`config.mk`:
```
export PLATFORM = sky130hd
export DESIGN_NAME = mul_div_unit
export DESIGN_NICKNAME = d
export VERILOG_FILES = /design/src/rtl/mdu_pkg.sv /design/src/rtl/mdu_div_step.sv /design/src/rtl/mul_div_unit.sv
export SDC_FILE = /design/constraint.sdc
export NUM_CORES = 1
export LEC_CHECK = 0
export ABC_AREA = 1
export BUFFER_PORTS_ARGS = -buffer_cell sky130_fd_sc_hd__buf_2
export CORE_MARGIN = 5
export CORE_UTILIZATION = 60
export CTS_BUF_LIST = sky130_fd_sc_hd__clkbuf_8
export DETAILED_ROUTE_END_ITERATION = 10
export PLACE_DENSITY = 0.84
export SLEW_MARGIN = 10
export SYNTH_ARGS = -nofsm -noshare
export SYNTH_HDL_FRONTEND = slang
export SYNTH_SLANG_ARGS = --single-unit
```
`constraint.sdc`:
```
create_clock -name clk -period 6.5 [get_ports clk]
set_input_delay 1.3 -clock clk [delete_from_list [all_inputs] [get_ports clk]]
set_output_delay 1.3 -clock clk [all_outputs]
set_load 0.05 [all_outputs]
```
`src/rtl/mdu_pkg.sv`:
```
// Shared definitions for the MIPS multiply/divide unit: op encodings, FSM states
// and the iteration-counter width. The divider is built only when MDU_DIV_EN is defined.
package mdu_pkg;

   localparam int MDU_XLEN = 32;

   typedef enum logic [1:0] {
      MDU_MULT  = 2'b00,
      MDU_MULTU = 2'b01,
      MDU_DIV   = 2'b10,
      MDU_DIVU  = 2'b11
   } mdu_op_e;

   typedef enum logic [1:0] {
      S_IDLE = 2'd0,
      S_CALC = 2'd1,
      S_FIX  = 2'd2
   } mdu_state_e;

   function automatic int mdu_cnt_w(input int xlen);
      return $clog2(xlen);
   endfunction

   localparam int MDU_CNT_W = mdu_cnt_w(MDU_XLEN);

   function automatic logic mdu_is_div(input logic [1:0] op);
      return (op == MDU_DIV) || (op == MDU_DIVU);
   endfunction

   function automatic logic mdu_is_signed(input logic [1:0] op);
      return (op == MDU_MULT) || (op == MDU_DIV);
   endfunction

endpackage

```
`src/rtl/mdu_div_step.sv`:
```
// One restoring-divide iteration on unsigned magnitudes: shifts the next dividend bit
// into the partial remainder and produces one quotient bit. Used only under MDU_DIV_EN.
module mdu_div_step
   import mdu_pkg::*;
#(
   parameter int XLEN = MDU_XLEN
) (
   input  logic [XLEN-1:0] rem,
   input  logic [XLEN-1:0] quo,
   input  logic [XLEN-1:0] divisor,
   output logic [XLEN-1:0] rem_next,
   output logic [XLEN-1:0] quo_next
);

   logic [XLEN:0] shifted;
   logic [XLEN:0] diff;

   // rem < divisor holds on entry, so the top bit of diff is a clean borrow flag.
   always_comb begin
      shifted = {rem, quo[XLEN-1]};
      diff    = shifted - {1'b0, divisor};
      if (!diff[XLEN]) begin
         rem_next = diff[XLEN-1:0];
         quo_next = {quo[XLEN-2:0], 1'b1};
      end else begin
         rem_next = shifted[XLEN-1:0];
         quo_next = {quo[XLEN-2:0], 1'b0};
      end
   end

endmodule

```
`src/rtl/mul_div_unit.sv`:
```
// Iterative MIPS multiply/divide unit with HI/LO registers (MULT/MULTU/DIV/DIVU, MTHI/MTLO).
// Define MDU_DIV_EN to build the divider; otherwise DIV/DIVU finish at once with div_err.
module mul_div_unit
   import mdu_pkg::*;
#(
   parameter int XLEN = MDU_XLEN
) (
   input  logic            clk,
   input  logic            rst_n,
   input  logic            start,
   input  logic [1:0]      op,
   input  logic [XLEN-1:0] rs_data,
   input  logic [XLEN-1:0] rt_data,
   input  logic            wr_hi,
   input  logic            wr_lo,
   input  logic [XLEN-1:0] wr_data,
   output logic            busy,
   output logic            done,
   output logic            div_err,
   output logic [XLEN-1:0] hi,
   output logic [XLEN-1:0] lo
);

   localparam int CW = mdu_cnt_w(XLEN);

   mdu_state_e        state;
   mdu_state_e        state_nxt;
   logic [CW-1:0]     cnt;
   logic              is_div_q;
   logic              sign_a;
   logic              sign_b;
   logic              err_q;
   logic [XLEN-1:0]   b_mag;
   logic [2*XLEN-1:0] acc;

   logic              launch;
   logic              launch_div;
   logic              skip_calc;
   logic              sa;
   logic              sb;
   logic [XLEN-1:0]   a_mag;
   logic [XLEN-1:0]   b_mag_in;
   logic [XLEN-1:0]   acc_lo_load;
   logic [XLEN:0]     mul_sum;
   logic [2*XLEN-1:0] mul_nxt;
   logic [2*XLEN-1:0] step_nxt;
   logic [2*XLEN-1:0] prod_fix;

   assign launch     = (state == S_IDLE) && start;
   assign launch_div = launch && mdu_is_div(op);
   assign busy       = (state != S_IDLE);

   always_comb begin
      sa       = mdu_is_signed(op) && rs_data[XLEN-1];
      sb       = mdu_is_signed(op) && rt_data[XLEN-1];
      a_mag    = sa ? (~rs_data + 1'b1) : rs_data;
      b_mag_in = sb ? (~rt_data + 1'b1) : rt_data;
   end

   // Shift-add: multiplier sits in the low half and is consumed LSB first.
   always_comb begin
      mul_sum = {1'b0, acc[2*XLEN-1:XLEN]} + (acc[0] ? {1'b0, b_mag} : '0);
      mul_nxt = {mul_sum, acc[XLEN-1:1]};
   end

   assign prod_fix = (sign_a ^ sign_b) ? (~acc + 1'b1) : acc;

`ifdef MDU_DIV_EN
   logic            div_zero;
   logic [XLEN-1:0] rem_next;
   logic [XLEN-1:0] quo_next;
   logic [XLEN-1:0] rem_fix;
   logic [XLEN-1:0] quo_fix;

   assign div_zero  = (rt_data == '0);
   assign skip_calc = launch_div && div_zero;
   // A zero divisor keeps the raw dividend so FIX can hand it straight to HI.
   assign acc_lo_load = (launch_div && div_zero) ? rs_data : a_mag;

   mdu_div_step #(
      .XLEN (XLEN)
   ) u_div_step (
      .rem      (acc[2*XLEN-1:XLEN]),
      .quo      (acc[XLEN-1:0]),
      .divisor  (b_mag),
      .rem_next (rem_next),
      .quo_next (quo_next)
   );

   assign step_nxt = is_div_q ? {rem_next, quo_next} : mul_nxt;
   assign quo_fix  = (sign_a ^ sign_b) ? (~acc[XLEN-1:0] + 1'b1) : acc[XLEN-1:0];
   assign rem_fix  = sign_a ? (~acc[2*XLEN-1:XLEN] + 1'b1) : acc[2*XLEN-1:XLEN];
`else
   assign skip_calc   = launch_div;
   assign acc_lo_load = a_mag;
   assign step_nxt    = mul_nxt;
`endif

   always_ff @(posedge clk) begin
      if (!rst_n) state <= S_IDLE;
      else        state <= state_nxt;
   end

   always_comb begin
      state_nxt = state;
      case (state)
         S_IDLE:  if (start) state_nxt = skip_calc ? S_FIX : S_CALC;
         S_CALC:  if (cnt == '0) state_nxt = S_FIX;
         S_FIX:   state_nxt = S_IDLE;
         default: state_nxt = S_IDLE;
      endcase
   end

   always_ff @(posedge clk) begin
      if (!rst_n) begin
         hi       <= '0;
         lo       <= '0;
         done     <= 1'b0;
         div_err  <= 1'b0;
         acc      <= '0;
         cnt      <= '0;
         b_mag    <= '0;
         is_div_q <= 1'b0;
         sign_a   <= 1'b0;
         sign_b   <= 1'b0;
         err_q    <= 1'b0;
      end else begin
         done    <= 1'b0;
         div_err <= 1'b0;
         case (state)
            S_IDLE: begin
               if (wr_hi) hi <= wr_data;
               if (wr_lo) lo <= wr_data;
               if (launch) begin
                  is_div_q <= mdu_is_div(op);
                  sign_a   <= sa;
                  sign_b   <= sb;
                  b_mag    <= b_mag_in;
                  acc      <= {{XLEN{1'b0}}, acc_lo_load};
                  cnt      <= CW'(XLEN - 1);
                  err_q    <= skip_calc;
               end
            end
            S_CALC: begin
               acc <= step_nxt;
               if (cnt != '0) cnt <= cnt - 1'b1;
            end
            S_FIX: begin
               done <= 1'b1;
               if (!is_div_q) begin
                  {hi, lo} <= prod_fix;
               end else begin
                  div_err <= err_q;
`ifdef MDU_DIV_EN
                  if (err_q) begin
                     hi <= acc[XLEN-1:0];
                     lo <= '1;
                  end else begin
                     hi <= rem_fix;
                     lo <= quo_fix;
                  end
`endif
               end
            end
            default: ;
         endcase
      end
   end

endmodule
```
==> results.py, run 1 <==
metrics = {
    "yosys": {
        "syn_avg_cell_area_um2": 5.91,
        "synth_warnings": 0,
        "synth_top_area_share_pct": 25.5,
        "synth_edf_count": 0,
        "yosys.cell_types.count": 49,
        "synth.yosys.seq_area_share_pct": 25.5,
        "synth-seq-cells": 173,
        "yosys-top-cells-area": "dfxtp_1 26%, nand2_1 17%, nand3_1 8.4%",
        "syn_inst": 2295,
        "synth_area_mm2": 0.0136,
        "synth_ff_type": "dfxtp_1",
        "synth_top_area_cell": "dfxtp_1",
        "syn_nets": 2436,
        "synthArstFlopShare_pct": 0,
    },
    "routing": {
        "vias": 15400,
        "routed_wl_mm": 43.9,
        "dr.first_iter.drc_count": 1950,
        "avgRoutedWirePerCell_um": 16.2,
        "drcViolationCount": 0,
        "vias_per_cell": 5.68,
        "ant_nets": 0,
        "drtPass1Iterations": 6,
    },
    "floorplanning": {
        "dieArea_mm2": 0.0257,
        "initial_utilization_pct": 60.5,
        "die_h_um": 160,
        "die-width_um": 160,
        "rows": 55,
        "core-area_mm2": 0.0224,
        "io_pins": 170,
    },
    "timing": {
        "final-max-slew-violation-count": 0,
        "rsz0062_at_grt": "false",
        "finalSetupViolCount": 0,
        "hold_violations": 0,
        "tightestPinTransition_ns": 0.895,
        "timing.setup.tns_ns": 0,
        "relSlewSlack_pct": 40.1,
        "period_share_pct": 48.3,
        "hold_ws_ns": 0.465,
        "finClkSkew_ns": 0.0215,
        "max_freq_ghz": 0.318,
        "finalCriticalPeriod_ns": 3.14,
    },
    "clocking": {
        "clock_latency_ns": 0.49,
        "root_buffer": "clkbuf_8",
        "clock_sinks": 173,
        "hold_buffers": 0,
        "cts_tree": "built",
        "cts_buffers": 17,
        "ctsResizeCount": 0,
        "clk_path_buf_depth": 2,
        "post_cts_buffers": 0,
        "htreeDepth": 4,
        "clkSlewWorstSetupHoldPaths_ns": 0.11,
    },
    "cells_and_area": {
        "fillCellCount": 2157,
        "diodes": 0,
        "drive_gt1_share_pct": 13.1,
        "fin_nets": 2550,
        "area.growth.synth_to_final_pct": 9.54,
    },
    "worst_setup_path": {
        "max_stage_delay_ns": 0.69,
        "crit_path_end_kind": "flop",
        "r2r-end": "acc[61]",
        "cp-start-kind": "primary input",
        "arrival_ns": 3.54,
        "reg2reg_slack_ns": 3.63,
        "r2r-start": "acc[0]",
        "critPathKind": "in2reg",
        "cp_slowest_cell": "clkinv_2",
        "cp_cell_sequence": "buf_2, buf_4, clkinv_2, buf_4, nor4_1",
        "r2r_cells": 15,
        "cp.required_ns": 6.90,
        "crit_path_frequent_cell": "buf_4",
        "critPathMaxFanout": 85,
    },
    "global_routing": {
        "grt_pass1_vias": 13700,
        "grt_pass1_wl_mm": 70.0,
        "grtUsageTotal_pct": 33.0,
        "antenna_found_initial": 0,
        "grt_max_degree": 87,
        "grt_overflow": 0,
    },
    "power_and_ir_drop": {
        "combPwrFrac_pct": 35.8,
        "p_seq_share_pct": 39.0,
        "power.clock.fraction_pct": 25.2,
        "p_switching_mw": 1.39,
        "switching_share_pct": 43.4,
        "vdd_ir_drop_max_mv": 0.131,
        "power_density_mw_per_mm2": 216,
        "p_int_mw": 1.81,
        "power_leakage_nw": 7.60,
    },
    "min_path": {
        "hp-class": "reg2reg",
        "hold_start": "err_q",
        "hold_path_end": "div_err",
        "hold_depth": 2,
    },
    "placement": {
        "io_buffers": 169,
        "gp_congestion": 0.980,
        "dpl.hpwl_mm": 33.9,
    },
    "run": {
        "maxCapViolations": 0,
    },
    "status": {
        "status": "complete, no violations",
    },
}
-- cell usage after synthesis, types with 13 or more instances --
library cell,count
nand4_1,33
nor2_4,13
ha_1,37
xor2_1,18
dfxtp_1,173
inv_1,289
a31oi_1,26
inv_2,16
nand3b_1,21
nor2_1,253
o21ai_0,115
a22oi_1,19
buf_2,29
nand2_1,606
or2_2,13
nand3_1,229
o21ai_1,28
clkbuf_1,38
nand2_2,15
nor2_2,22
a21oi_1,213
-- logic make-up (layout without fill, tap and decap cells) --
family                     count (synthesis)  in the layout  synth area share [%]
buffers and inverters                    391            518                  11.6
AOI/OAI and AO/OA                        432            432                  17.5
xor gates and xnor gates                  20             20                  1.29
adders and majority gates                 38             38                  3.56
and+or+nand+nor                         1241           1241                  40.6
DFF                                      173            173                  25.5
-- power groups by stage --
stage	clock network (mW)	logic (mW)	registers (mW)
2_1_floorplan	0	0.694	1.42
3_3_place_gp	0	1.10	1.27
3_5_place_dp	0	1.12	1.27
4_1_cts	0.808	1.13	1.25
5_1_grt	0.859	1.25	1.26
6_report	0.810	1.15	1.25
-- per-stage QoR --
| step | cell area (um^2) | setup slack [ns] | util, % | cells | total power [mW] |
|---|---|---|---|---|---|
| 2_1_floorplan | 13600 | 3.97 | - | 2295 | 2.12 |
| 3_3_place_gp | 14400 | 2.97 | 64.4 | 2675 | 2.37 |
| 3_5_place_dp | 14400 | 2.93 | 64.4 | 2675 | 2.39 |
| 4_1_cts | 14900 | 3.43 | 66.3 | 2707 | 3.18 |
| 5_1_grt | 14900 | 3.15 | 66.3 | 2707 | 3.37 |
| 6_report | 14900 | 3.36 | 66.3 | 2707 | 3.21 |
-- how the worst max path moves through the flow --
stage                     from  cells after the start   endpoint
floorplan           rt_data[0]                     11  b_mag[28]
global placement         rst_n                      5   state[1]
detailed placement       rst_n                      5    div_err
CTS                      rst_n                      5   state[1]
global route             rst_n                      5   state[1]
finish                   rst_n                      5   state[1]
-- routing by layer --
layer | GRT usage, % | part of all wire (%) | vias to the layer above
met5 | 0 | 0 | -
met4 | 8.64 | 2.4 | 0
met3 | 5.90 | 9.4 | 66
met2 | 50.3 | 43 | 734
met1 | 48.3 | 45 | 6918
li1 | - | - | 7668
-- cells in the final DEF (no fill, tap or decap), types with 3 or more instances in the layout --
cell type	netlist	final
clkinv_8	0	3
nor3_1	8	8
dfxtp_1	173	173
nand2_2	15	15
o21ai_1	28	28
nor2_1	253	253
nor4_1	3	3
a21o_1	3	3
o21ai_0	115	115
o211ai_1	8	8
xor2_1	18	18
nand2_1	606	606
nand4_1	33	33
or2_2	13	13
nand2_4	8	8
nand3_2	3	3
nor2_2	22	21
buf_2	29	169
a21oi_1	213	213
inv_1	289	289
nand3_1	229	229
a31oi_1	26	26
a22oi_1	19	19
o21ai_2	3	3
inv_8	0	6
ha_1	37	37
o21ai_4	5	5
clkbuf_8	0	17
o21bai_1	4	4
inv_2	16	15
nor2_4	13	14
and3_1	3	3
buf_4	10	10
nand3b_1	21	21
nor3_2	3	3
and2_1	3	3
-- registers in the layout, indices dropped and copies added (netlist names) --
signal    flops
cnt           5
done          1
sign_a        1
sign_b        1
err_q         1
state         2
acc          64
is_div_q      1
hi           32
lo           32
b_mag        32
div_err       1
-- critical path, delay by kind of cell --
| kind | cells | cell delay (ns) |
|---|---|---|
| and+or+nand+nor | 1 | 0.33 |
| buffers and inverters | 4 | 1.87 |
-- final cells by class --
| type | instances | area, um^2 | area share, % |
|---|---|---|---|
| clock inverter | 15 | 189 | 1.27 |
| multi-input combinational | 1731 | 8540 | 57.5 |
| clock buffer | 17 | 234 | 1.57 |
| sequential | 173 | 3460 | 23.3 |
| inverter | 307 | 1160 | 7.79 |
| tap | 285 | 357 | 2.40 |
| timing repair buffer | 179 | 921 | 6.20 |
No activity file was read; power rests on OpenSTA's default activity.
==> inputs of run 2 (changes only) <==
--- a/config.mk
+++ b/config.mk
@@ -5,13 +5,13 @@
 export SDC_FILE = /design/constraint.sdc
 export NUM_CORES = 1
 export LEC_CHECK = 0
-export ABC_AREA = 1
+export ABC_AREA = 0
 export BUFFER_PORTS_ARGS = -buffer_cell sky130_fd_sc_hd__buf_2
 export CORE_MARGIN = 5
-export CORE_UTILIZATION = 60
+export CORE_UTILIZATION = 54
 export CTS_BUF_LIST = sky130_fd_sc_hd__clkbuf_8
 export DETAILED_ROUTE_END_ITERATION = 10
-export PLACE_DENSITY = 0.84
+export PLACE_DENSITY = 0.81
 export SLEW_MARGIN = 10
 export SYNTH_ARGS = -nofsm -noshare
 export SYNTH_HDL_FRONTEND = slang
==> constraint.sdc (replaced) <==
create_clock -name clk -period 2.6 [get_ports clk]
set_input_delay 0.52 -clock clk [delete_from_list [all_inputs] [get_ports clk]]
set_output_delay 0.52 -clock clk [all_outputs]
set_load 0.05 [all_outputs]
==> results.py, run 2 <==
metrics = {
    "status": {
        "status": "complete, but fails checks",
        "violations": "setup timing",
    },
    "yosys": {
        "synth_area_mm2": 0.0111,
        "synthArstFlopShare_pct": 0,
        "yosys.cell_types.count": 59,
        "synth.most_common_cell": "dfxtp_1",
        "synth_top_area_share_pct": 31.2,
        "synth.yosys.seq_area_share_pct": 31.2,
        "syn_avg_cell_area_um2": 7.46,
        "synth_edf_count": 0,
        "synth_common_cells": "173 x dfxtp_1, 166 x a21oi_1, 163 x nor2_1",
        "synth_ff_type": "dfxtp_1",
        "syn_nets": 1631,
        "syn_inst": 1490,
        "yosys-top-cells-area": "dfxtp_1 31%, a21oi_1 7.5%, xnor2_1 6.3%",
        "synth_warnings": 0,
        "synth-seq-cells": 173,
        "synth_top_area_cell": "dfxtp_1",
    },
    "timing": {
        "rsz0062_at_grt": "true",
        "timing.setup.tns_ns": -0.326,
        "setup_slack_ns": -0.108,
        "max_freq_ghz": 0.369,
        "tightestPinTransition_ns": 0.874,
        "finalSetupViolCount": 11,
        "relSlewSlack_pct": 41.6,
        "final-max-slew-violation-count": 0,
        "finClkSkew_ns": 0.0170,
        "finalCriticalPeriod_ns": 2.71,
        "hold_violations": 0,
        "period_share_pct": 104,
    },
    "placement": {
        "dpl.hpwl_mm": 28.5,
        "gp_congestion": 0.954,
        "post-place-ws_ns": -0.117,
        "io_buffers": 169,
    },
    "cells_and_area": {
        "drive_gt1_share_pct": 27.9,
        "diodes": 0,
        "final_common_cell": "buf_4",
        "largest_reg_flops": 64,
        "largest_register": "acc",
        "final_cell_mix": "184 x buf_4, 170 x dfxtp_1, 169 x buf_2",
        "fillCellCount": 1591,
        "postLayoutCoreUtil_pct": 71.5,
        "area.growth.synth_to_final_pct": 30.3,
        "fin_nets": 1906,
    },
    "power_and_ir_drop": {
        "power_density_mw_per_mm2": 518,
        "power_leakage_nw": 5.99,
        "vdd_ir_drop_max_mv": 0.371,
    },
    "clocking": {
        "clock_latency_ns": 0.49,
        "root_buffer": "clkbuf_8",
        "cts_tree": "built",
        "htreeDepth": 4,
        "clock_sinks": 173,
        "clk_path_buf_depth": 2,
        "clkSlewWorstSetupHoldPaths_ns": 0.11,
        "hold_buffers": 0,
        "cts_buffers": 17,
    },
    "floorplanning": {
        "rows": 52,
        "initial_utilization_pct": 54.9,
        "die-width_um": 153,
        "die_h_um": 153,
        "io_pins": 170,
        "core-area_mm2": 0.0202,
        "dieArea_mm2": 0.0235,
    },
    "routing": {
        "vias_per_cell": 6.10,
        "routed_wl_mm": 38.5,
        "drcViolationCount": 0,
        "ant_nets": 0,
        "vias": 12500,
        "avgRoutedWirePerCell_um": 18.8,
        "dr.first_iter.drc_count": 1407,
        "drtPass1Iterations": 5,
    },
    "worst_setup_path": {
        "critPathKind": "reg2reg",
        "cp.required_ns": 3.02,
        "path_buf_inv": 0,
        "cp-start-kind": "flop",
        "max_stage_delay_ns": 0.54,
        "arrival_ns": 3.13,
        "crit_path_end_kind": "flop",
        "reg2reg_slack_ns": -0.11,
        "cp_slowest_cell": "or4_4",
        "cp_cell_sequence": "or4_4, or3_4, or4_4, nor3_4, a21oi_2, xnor2_2, a211o_1, a21oi_2",
        "crit_family": "simple AND/OR/NAND/NOR gates",
        "critPathMaxFanout": 5,
    },
    "min_path": {
        "hp-class": "in2reg",
    },
    "global_routing": {
        "grt_pass1_vias": 11300,
        "antenna_found_initial": 1,
        "grtUsageTotal_pct": 30.2,
        "grt_overflow": 0,
        "grt_pass1_wl_mm": 58.6,
        "grt_max_degree": 120,
    },
    "run": {
        "maxCapViolations": 0,
    },
}
[run 2: worst paths after layout]
check / start / to / depth (start not counted)
min reg2reg: hi[20] / hi[20] / 2
max reg2reg: acc[39] / hi[28] / 8
min: op[1] / is_div_q / 3
max: acc[39] / hi[28] / 8
[run 2: timing repair]
item,CTS,global route
setup buffers,5,14
resized for setup,24,88
endpoints found under the setup margin,22,39
gates cloned,0,1
pin swaps,11,35
[run 2: cells by family (layout without fill, tap and decap cells)]
family                     count (synthesis)  after routing  synth area share [%]
DFF                                      173            173                  31.2
buffers and inverters                    132            419                  4.47
adders and majority gates                 38             38                  4.35
AOI/OAI and AO/OA                        454            454                  25.1
and+or+nand+nor                          550            550                  23.6
muxes                                      1              1                0.0901
xor gates and xnor gates                 142            142                  11.2
[run 2: final cells by class]
cell class	count	area, um^2	share of cell area, %
Tap cell	270	338	2.33
Inverter	29	110	0.761
Timing Repair Buffer	359	2340	16.2
Multi-Input combinational cell	1185	7790	53.8
Sequential cell	173	3470	24.0
Clock buffer	18	248	1.71
Clock inverter	13	175	1.21
[run 2: report_power, final]
group	switching (mW)	internal, mW	total (mW)
Clock	1.09	0.993	2.08
Combinational	1.55	0.826	2.38
Sequential	0.163	2.88	3.04
[run 2: worst register-to-register path, stage by stage (launching register included)]
cell,delay [ns]
dfxtp_2,0.33
or4_4,0.54
or3_4,0.35
or4_4,0.47
nor3_4,0.26
a21oi_2,0.12
xnor2_2,0.15
a211o_1,0.32
a21oi_2,0.11
[run 2: stage by stage]
step                instances  hold WS [ns]  total power, mW  cell area, um^2
floorplan                1490         0.427             4.56            11200
global placement         1997         0.438             5.30            13300
detailed placement       1997         0.441             5.34            13300
CTS                      2033         0.305             7.37            13900
global route             2047         0.310             7.81            14500
finish                   2047         0.308             7.50            14500
[run 2: per-layer routing]
layer | GRT usage [%] | part of all wire (%) | vias to the layer above
li1 | - | - | 5887
met1 | 42.8 | 43 | 5738
met2 | 45.0 | 43 | 735
met3 | 6.62 | 9.9 | 122
met4 | 11.3 | 4.0 | 2
met5 | 0 | 0.044 | -
